**src/rtl/spike_rate_encoder.sv**
```systemverilog
// Rate-coded spike encoder: latches one intensity vector, then emits WINDOW steps of spikes.
// Define SPIKE_ENC_DETERMINISTIC_EN to replace the per-channel LFSRs with phase accumulators.
module spike_rate_encoder #(
    parameter int          NUM_INPUTS = 1,
    parameter int          DATA_WIDTH = 8,
    parameter int          WINDOW     = 256,
    parameter logic [15:0] LFSR_SEED  = 16'hACE1
) (
    input  logic                             clk,
    input  logic                             rst,
    input  logic                             in_valid,
    output logic                             in_ready,
    input  logic [NUM_INPUTS*DATA_WIDTH-1:0] in_data,
    input  logic                             step_en,
    output logic [NUM_INPUTS-1:0]            spike_out,
    output logic                             busy,
    output logic                             window_done
);

    localparam int CNT_W = $clog2(WINDOW + 1);

    typedef enum logic {
        IDLE,
        ENCODE
    } state_e;

    state_e                           state_q, state_d;
    logic [CNT_W-1:0]                 step_cnt_q, step_cnt_d;
    logic [NUM_INPUTS*DATA_WIDTH-1:0] intens_q, intens_d;
    logic [NUM_INPUTS-1:0]            spike_q, spike_d;
    logic [NUM_INPUTS-1:0]            step_spike;
    logic                             done_q, done_d;
    logic                             handshake;
    logic                             do_step;
    logic                             last_step;

    assign in_ready    = (state_q == IDLE);
    assign busy        = (state_q == ENCODE);
    assign spike_out   = spike_q;
    assign window_done = done_q;

    assign handshake = in_valid && in_ready;
    assign do_step   = (state_q == ENCODE) && step_en;
    assign last_step = do_step && (step_cnt_q == CNT_W'(WINDOW - 1));

    always_comb begin
        state_d    = state_q;
        step_cnt_d = step_cnt_q;
        intens_d   = intens_q;
        spike_d    = '0;
        done_d     = 1'b0;
        case (state_q)
            IDLE: begin
                if (handshake) begin
                    intens_d   = in_data;
                    step_cnt_d = '0;
                    state_d    = ENCODE;
                end
            end
            ENCODE: begin
                if (step_en) begin
                    spike_d    = step_spike;
                    step_cnt_d = step_cnt_q + CNT_W'(1);
                    if (last_step) begin
                        done_d  = 1'b1;
                        state_d = IDLE;
                    end
                end
            end
            default: state_d = IDLE;
        endcase
    end

    always_ff @(posedge clk or negedge rst) begin
        if (!rst) begin
            state_q    <= IDLE;
            step_cnt_q <= '0;
            intens_q   <= '0;
            spike_q    <= '0;
            done_q     <= 1'b0;
        end else begin
            state_q    <= state_d;
            step_cnt_q <= step_cnt_d;
            intens_q   <= intens_d;
            spike_q    <= spike_d;
            done_q     <= done_d;
        end
    end

    for (genvar g = 0; g < NUM_INPUTS; g++) begin : g_ch
        logic [DATA_WIDTH-1:0] level;
        assign level = intens_q[g*DATA_WIDTH +: DATA_WIDTH];

`ifdef SPIKE_ENC_DETERMINISTIC_EN
        // The carry bit of the accumulator is only ever consumed as the spike, so it lives in spike_q.
        logic [DATA_WIDTH-1:0] acc_q, acc_d;
        logic [DATA_WIDTH:0]   sum;

        assign sum           = {1'b0, acc_q} + {1'b0, level};
        assign step_spike[g] = sum[DATA_WIDTH];

        always_comb begin
            acc_d = acc_q;
            if (handshake) begin
                acc_d = '0;
            end else if (do_step) begin
                acc_d = sum[DATA_WIDTH-1:0];
            end
        end

        always_ff @(posedge clk or negedge rst) begin
            if (!rst) begin
                acc_q <= '0;
            end else begin
                acc_q <= acc_d;
            end
        end
`else
        localparam logic [15:0] SEED_RAW = LFSR_SEED + 16'(g);
        localparam logic [15:0] SEED     = (SEED_RAW == 16'h0000) ? 16'h0001 : SEED_RAW;

        logic [15:0] lfsr_q, lfsr_d;

        // Fibonacci taps for x^16+x^14+x^13+x^11+1; state survives across windows.
        assign step_spike[g] = (level > lfsr_q[15 -: DATA_WIDTH]);
        assign lfsr_d = do_step ? {lfsr_q[14:0], lfsr_q[15] ^ lfsr_q[13] ^ lfsr_q[12] ^ lfsr_q[10]}
                                : lfsr_q;

        always_ff @(posedge clk or negedge rst) begin
            if (!rst) begin
                lfsr_q <= SEED;
            end else begin
                lfsr_q <= lfsr_d;
            end
        end
`endif
    end

endmodule
```
**config.mk**
```make
export PLATFORM = sky130hd
export DESIGN_NAME = spike_rate_encoder
export DESIGN_NICKNAME = d
export VERILOG_FILES = /design/src/rtl/spike_rate_encoder.sv
export SDC_FILE = /design/constraint.sdc
export NUM_CORES = 1
export LEC_CHECK = 0
export ABC_AREA = 1
export ABC_CLOCK_PERIOD_IN_PS = 1900
export CAP_MARGIN = 5
export CORE_UTILIZATION = 56
export CTS_CLUSTER_DIAMETER = 150
export CTS_CLUSTER_SIZE = 16
export DETAILED_ROUTE_END_ITERATION = 8
export MAX_ROUTING_LAYER = met4
export PLACE_DENSITY = 0.79
export SYNTH_ARGS = -nofsm -noshare
export SYNTH_HDL_FRONTEND = slang
export SYNTH_SLANG_ARGS = --single-unit
```
**constraint.sdc**
```tcl
create_clock -name clk -period 1.9 [get_ports clk]
set_input_delay 0.285 -clock clk [delete_from_list [all_inputs] [get_ports clk]]
set_output_delay 0.285 -clock clk [all_outputs]
set_load 0.02 [all_outputs]
```
Yosys cells after proc, flatten, opt, wreduce, memory -nomap -nowiden
Cells that the tools add are included.
{"block": "totals", "register_bits": 36, "out_inout_bits": 4, "wordCells": 32}
{"block": "classes", "add_sub_neg": 1, "order_cmp": 1, "eq_ne": 3, "mux": 12, "n_bitwise": 4, "n_reduce_logical": 5}
{"op": "$mux 9", "count": 2}
{"op": "$pmux 9 s2", "count": 1}
{"op": "$add 9x1->9 const B", "count": 1}
{"op": "$eq 9x8->1 const B", "count": 1}
{"op": "$gt 8x8->1", "count": 1}
{"op": "$mux 1", "count": 8}
{"op": "$reduce_and 2->1", "count": 2}
{"op": "$logic_and 1x1->1", "count": 3}
{"op": "$xor 1x1->1", "count": 3}
{"op": "$ne 2x1->1 const B", "count": 1}
{"op": "$ne 2x2->1 const B", "count": 1}
{"op": "$pmux 1 s2", "count": 1}
{"op": "$not 1->1", "count": 1}

Logic depth before layout (Yosys ltp)
Gate-level depths: netlist of the first run.
{"block": "logic_depth", "depth_word": 5, "depth_mapped": 9, "depth_no_buf": 9}

Least setup slack after synthesis of the first run
Ideal clock, no wire load.
{"block": "synth_path", "path_type": "flip-flop to flip-flop", "from": "register step_cnt_q[0]", "to": "register state_q (netlist: busy)", "setup_time_ns": 0.120, "arrival_ns": 1.336, "required_ns": 1.780, "setup_slack_ns": 0.444, "path_stages_with_launch": 10, "path_buffers": 0, "period_less_slack_ns": 1.456, "path_cell_list": "dfrtp_1 -> ha_1 -> nand2_1 -> nor2_1 -> inv_1 -> nor3b_1 -> ha_1 -> inv_1 -> o22ai_1 -> inv_1"}
{"block": "synth_via", "elab_chain_len": 5}
{"item": "start, declared", "line": "28", "rtl": "logic [CNT_W-1:0] step_cnt_q, step_cnt_d;"}
{"item": "start signal, assigned", "line": "83", "rtl": "step_cnt_q <= step_cnt_d;"}
{"item": "$eq 9x8->1", "line": "44", "rtl": "assign last_step = do_step && (step_cnt_q == CNT_W'(WINDOW - 1));"}
{"item": "$logic_and 1x1->1", "line": "44"}
{"item": "$mux 1", "line": "64", "rtl": "if (last_step) begin"}
{"item": "$mux 1", "line": "61", "rtl": "if (step_en) begin"}
{"item": "$pmux 1 s2", "line": "52", "rtl": "case (state_q)"}
{"item": "named net state_d", "line": "27", "rtl": "state_e state_q, state_d;"}
{"item": "end signal, assigned", "line": "82", "rtl": "state_q <= state_d;"}
{"item": "end, declared", "line": "27"}
The timed path passes the listed nets, and every way through them passes these cells.
A chain may end at the register's enable or synchronous reset.

Worst setup path in the final report of the first run
{"block": "layout_path", "from": "register state_q (netlist: busy)", "to": "output in_ready"}
{"block": "layout_via", "elab_chain_len": 1}
{"item": "$not 1->1"}
{"item": "end, declared", "line": "12", "rtl": "output logic in_ready,"}
Every way passes these cells.

==> run metrics, run 1 <==
row count=19; Ports=16; share of power burned in registers=49.3%; routability congestion estimate=0.9245; global-route track usage on met2=38.26%; GRT Max-Usage Layer=met2; residual DRC count=0; Total Power=0.002180 W; DR pass1 iterations=5; Root Driver=clkbuf_4; Synth area leaders=dfrtp_1 (40%), nand2_1 (17%), dfstp_2 (12%); Synth top area share=39.94%; Worst Clk Skew=17.50 ps; Final Hold Fails=0; Setup TNS=0 ps; H-tree Lvls=2; Warnings, synthesis=0; final setup fails=0; minimum clock period=1828 ps; CTS tree=built; RSZ-0062 raised after global routing=false; Max-Slew Margin vs Limit=70.99%; Switch Pwr=0.0006586 W; number of global-route vias before repair=1,278; Comb pwr share=23.3%; critical path capture point type=output pin; via density per instance=5.199; die area=3361 µm²; Post-Syn Nets=226; Fmax=0.5470 GHz; max cap viols=0; fin area=2024 µm²; Area growth syn-to-layout=15.41%; commonest non-fill, non-tap cell in the layout=nand2_1; WL final=3247 µm; Clock Latency Late Sink=350 ps; Max VDD drop=0.0008598 V; fin crit share=96.22%; Leak=1.002 nW; Iter 0 DRT Violations=108; critical path type=reg2out; fin nets=246; Num CTS Buffers=5; Post-CTS Resized=0; status=finished, final reports clean; hold_buf cts=0; worst slew pin tran=435.2 ps; Hold Crit Class=in2async; DR vias=1,331; Final HPWL DP=2385 µm; Synth Cell Area=1754 µm²; commonest non-fill, non-tap cells in the layout=nand2_1 (78), dfrtp_1 (28), inv_1 (21), o21ai_0 (15), clkdlybuf4s50_1 (15); setup bufs post-CTS=0; Critical Path Source Type=flop; met3 GRT Util=6.027%; CTS clk-pin slew, worst paths=120 ps; clock tree buffer depth=2; Syn Area/Cell=8.599 µm²; critical path data required time=1620 ps; Die H=57.97 µm; sequential area share after synthesis=51.93%; WL/cell=12.68 µm; largest net degree at the start of global routing=37; Clock Power Share=27.5%; chip width=57.97 µm; clk sinks=36; Global Route Usage Sum=23.95%; core box area=2853 µm²; layout cells sized above 1=12.44%; PwrDens=1077 nW/µm²; Overflow after GRT=0; GRT met1 Usage=28.98%; Post-Syn Instances=204; Sw Share=30.21%; Area after DPL=1929 µm²; first-pass GRT wire length=5713 µm; initial antenna violation count=0; largest area contributor in the netlist=dfrtp_1; WP data arrival=1540 ps; Inserted Diodes=0; max-slew violations=0; Power Internal=0.001522 W; initial core utilization=61.49%; #FFs+latches synth=36; final core occ=70.96%; Routed Antenna Nets=0; distinct cell type count after synthesis=24; port buffer count=15; worst-path fanout max=4
-- stage by stage --
step                std cells  hold slack (ps)  setup slack (ps)
floorplan                 204           -10.59             444.4
global placement          248            457.8             346.7
detailed placement        248            463.0             241.7
CTS                       256            332.7             51.64
global route              256            364.2             18.47
finish                    256            332.0             71.86
-- routing by layer --
layer,up-vias,share of wire (%)
met1,613,42
met3,10,3.8
met2,27,51
met5,-,0
met4,0,2.8
li1,681,-
-- worst max-delay path, cell delays in order, from the launching register on --
cell and delay, ps:
dfrtp_1 460, inv_2 130, clkdlybuf4s50_1 610
-- final timing paths --
kind                       cells after the start                             end  slack, ps                     startpoint
max in group asynchronous                      2  g_ch[0].lfsr_q[11]$_DFFE_PN1P_       1210                            rst
setup / recovery                               2                        in_ready         70                 busy$_DFF_PN0_
min in group clk                               3    g_ch[0].level[6]$_DFFE_PN0P_        470                     in_data[6]
hold reg to reg                                2   g_ch[0].lfsr_q[6]$_DFFE_PN1P_        480  g_ch[0].lfsr_q[6]$_DFFE_PN1P_
hold / removal                                 2       step_cnt_q[7]$_DFFE_PN0P_        330                            rst
setup reg to reg                               9                  busy$_DFF_PN0_        230      step_cnt_q[0]$_DFFE_PN0P_
-- flip-flops by register name, summed over array words and instances (netlist names) --
signal,count
busy,1
g_ch.level,8
g_ch.lfsr_q,16
spike_out,1
step_cnt_q,9
window_done,1
-- cells in the mapped netlist --
master	n
buf_6	1
o21bai_2	1
nand3_1	5
o22ai_1	2
nor3b_1	1
o21ai_0	15
dfstp_2	8
o21ai_1	1
nand2_2	1
nand2_4	1
a21oi_1	6
buf_2	2
ha_1	10
inv_2	4
nor3_2	1
nor2_1	12
nand2_8	2
nand2_1	78
nand4_1	1
a21o_1	1
inv_1	21
a21oi_2	1
a22o_1	1
dfrtp_1	28
-- power by group through the flow --
| stage | combinational (W) | sequential [W] | clock (W) |
|---|---|---|---|
| final | 0.000507 | 0.00107 | 0.000599 |
| after global routing | 0.000591 | 0.00109 | 0.000638 |
| after CTS | 0.000511 | 0.00107 | 0.000612 |
| after detailed placement | 0.000508 | 0.00109 | 0 |
| after global placement | 0.000473 | 0.00108 | 0 |
| after floorplan | 0.000361 | 0.00107 | 0 |
-- layout make-up --
type                            count  area [µm²]
Sequential cell                    36       910.9
Fill cell                         215       828.3
Multi-Input combinational cell    140       728.2
Timing Repair Buffer               16       157.7
Inverter                           25       93.84
Clock buffer                        7       65.06
Tap cell                           31       38.79
Clock inverter                      1       30.03
-- cell families (layout without fill, tap and decap cells) --
logic type,after synthesis,after routing,synth area share [%]
AO/OA/AOI/OAI,28,28,9.058
adder cells (fa/ha/maj),10,10,7.133
buffers and inverters,28,49,6.562
flip-flops,36,36,51.93
AND/OR/NAND/NOR,102,102,25.32
(Power assumes the default switching activity.)
==> run 2, diff against run 1 <==
- GPL_TIMING_DRIVEN: default -> 1
==> results of run 2 <==
Same layout as run 1: the final DEF is identical, and so are final timing and power.
==> run 3, diff against run 2 <==
- GPL_ROUTABILITY_DRIVEN: default -> 0
==> results of run 3 <==
Same layout as run 1: the final DEF is identical, and so are final timing and power.
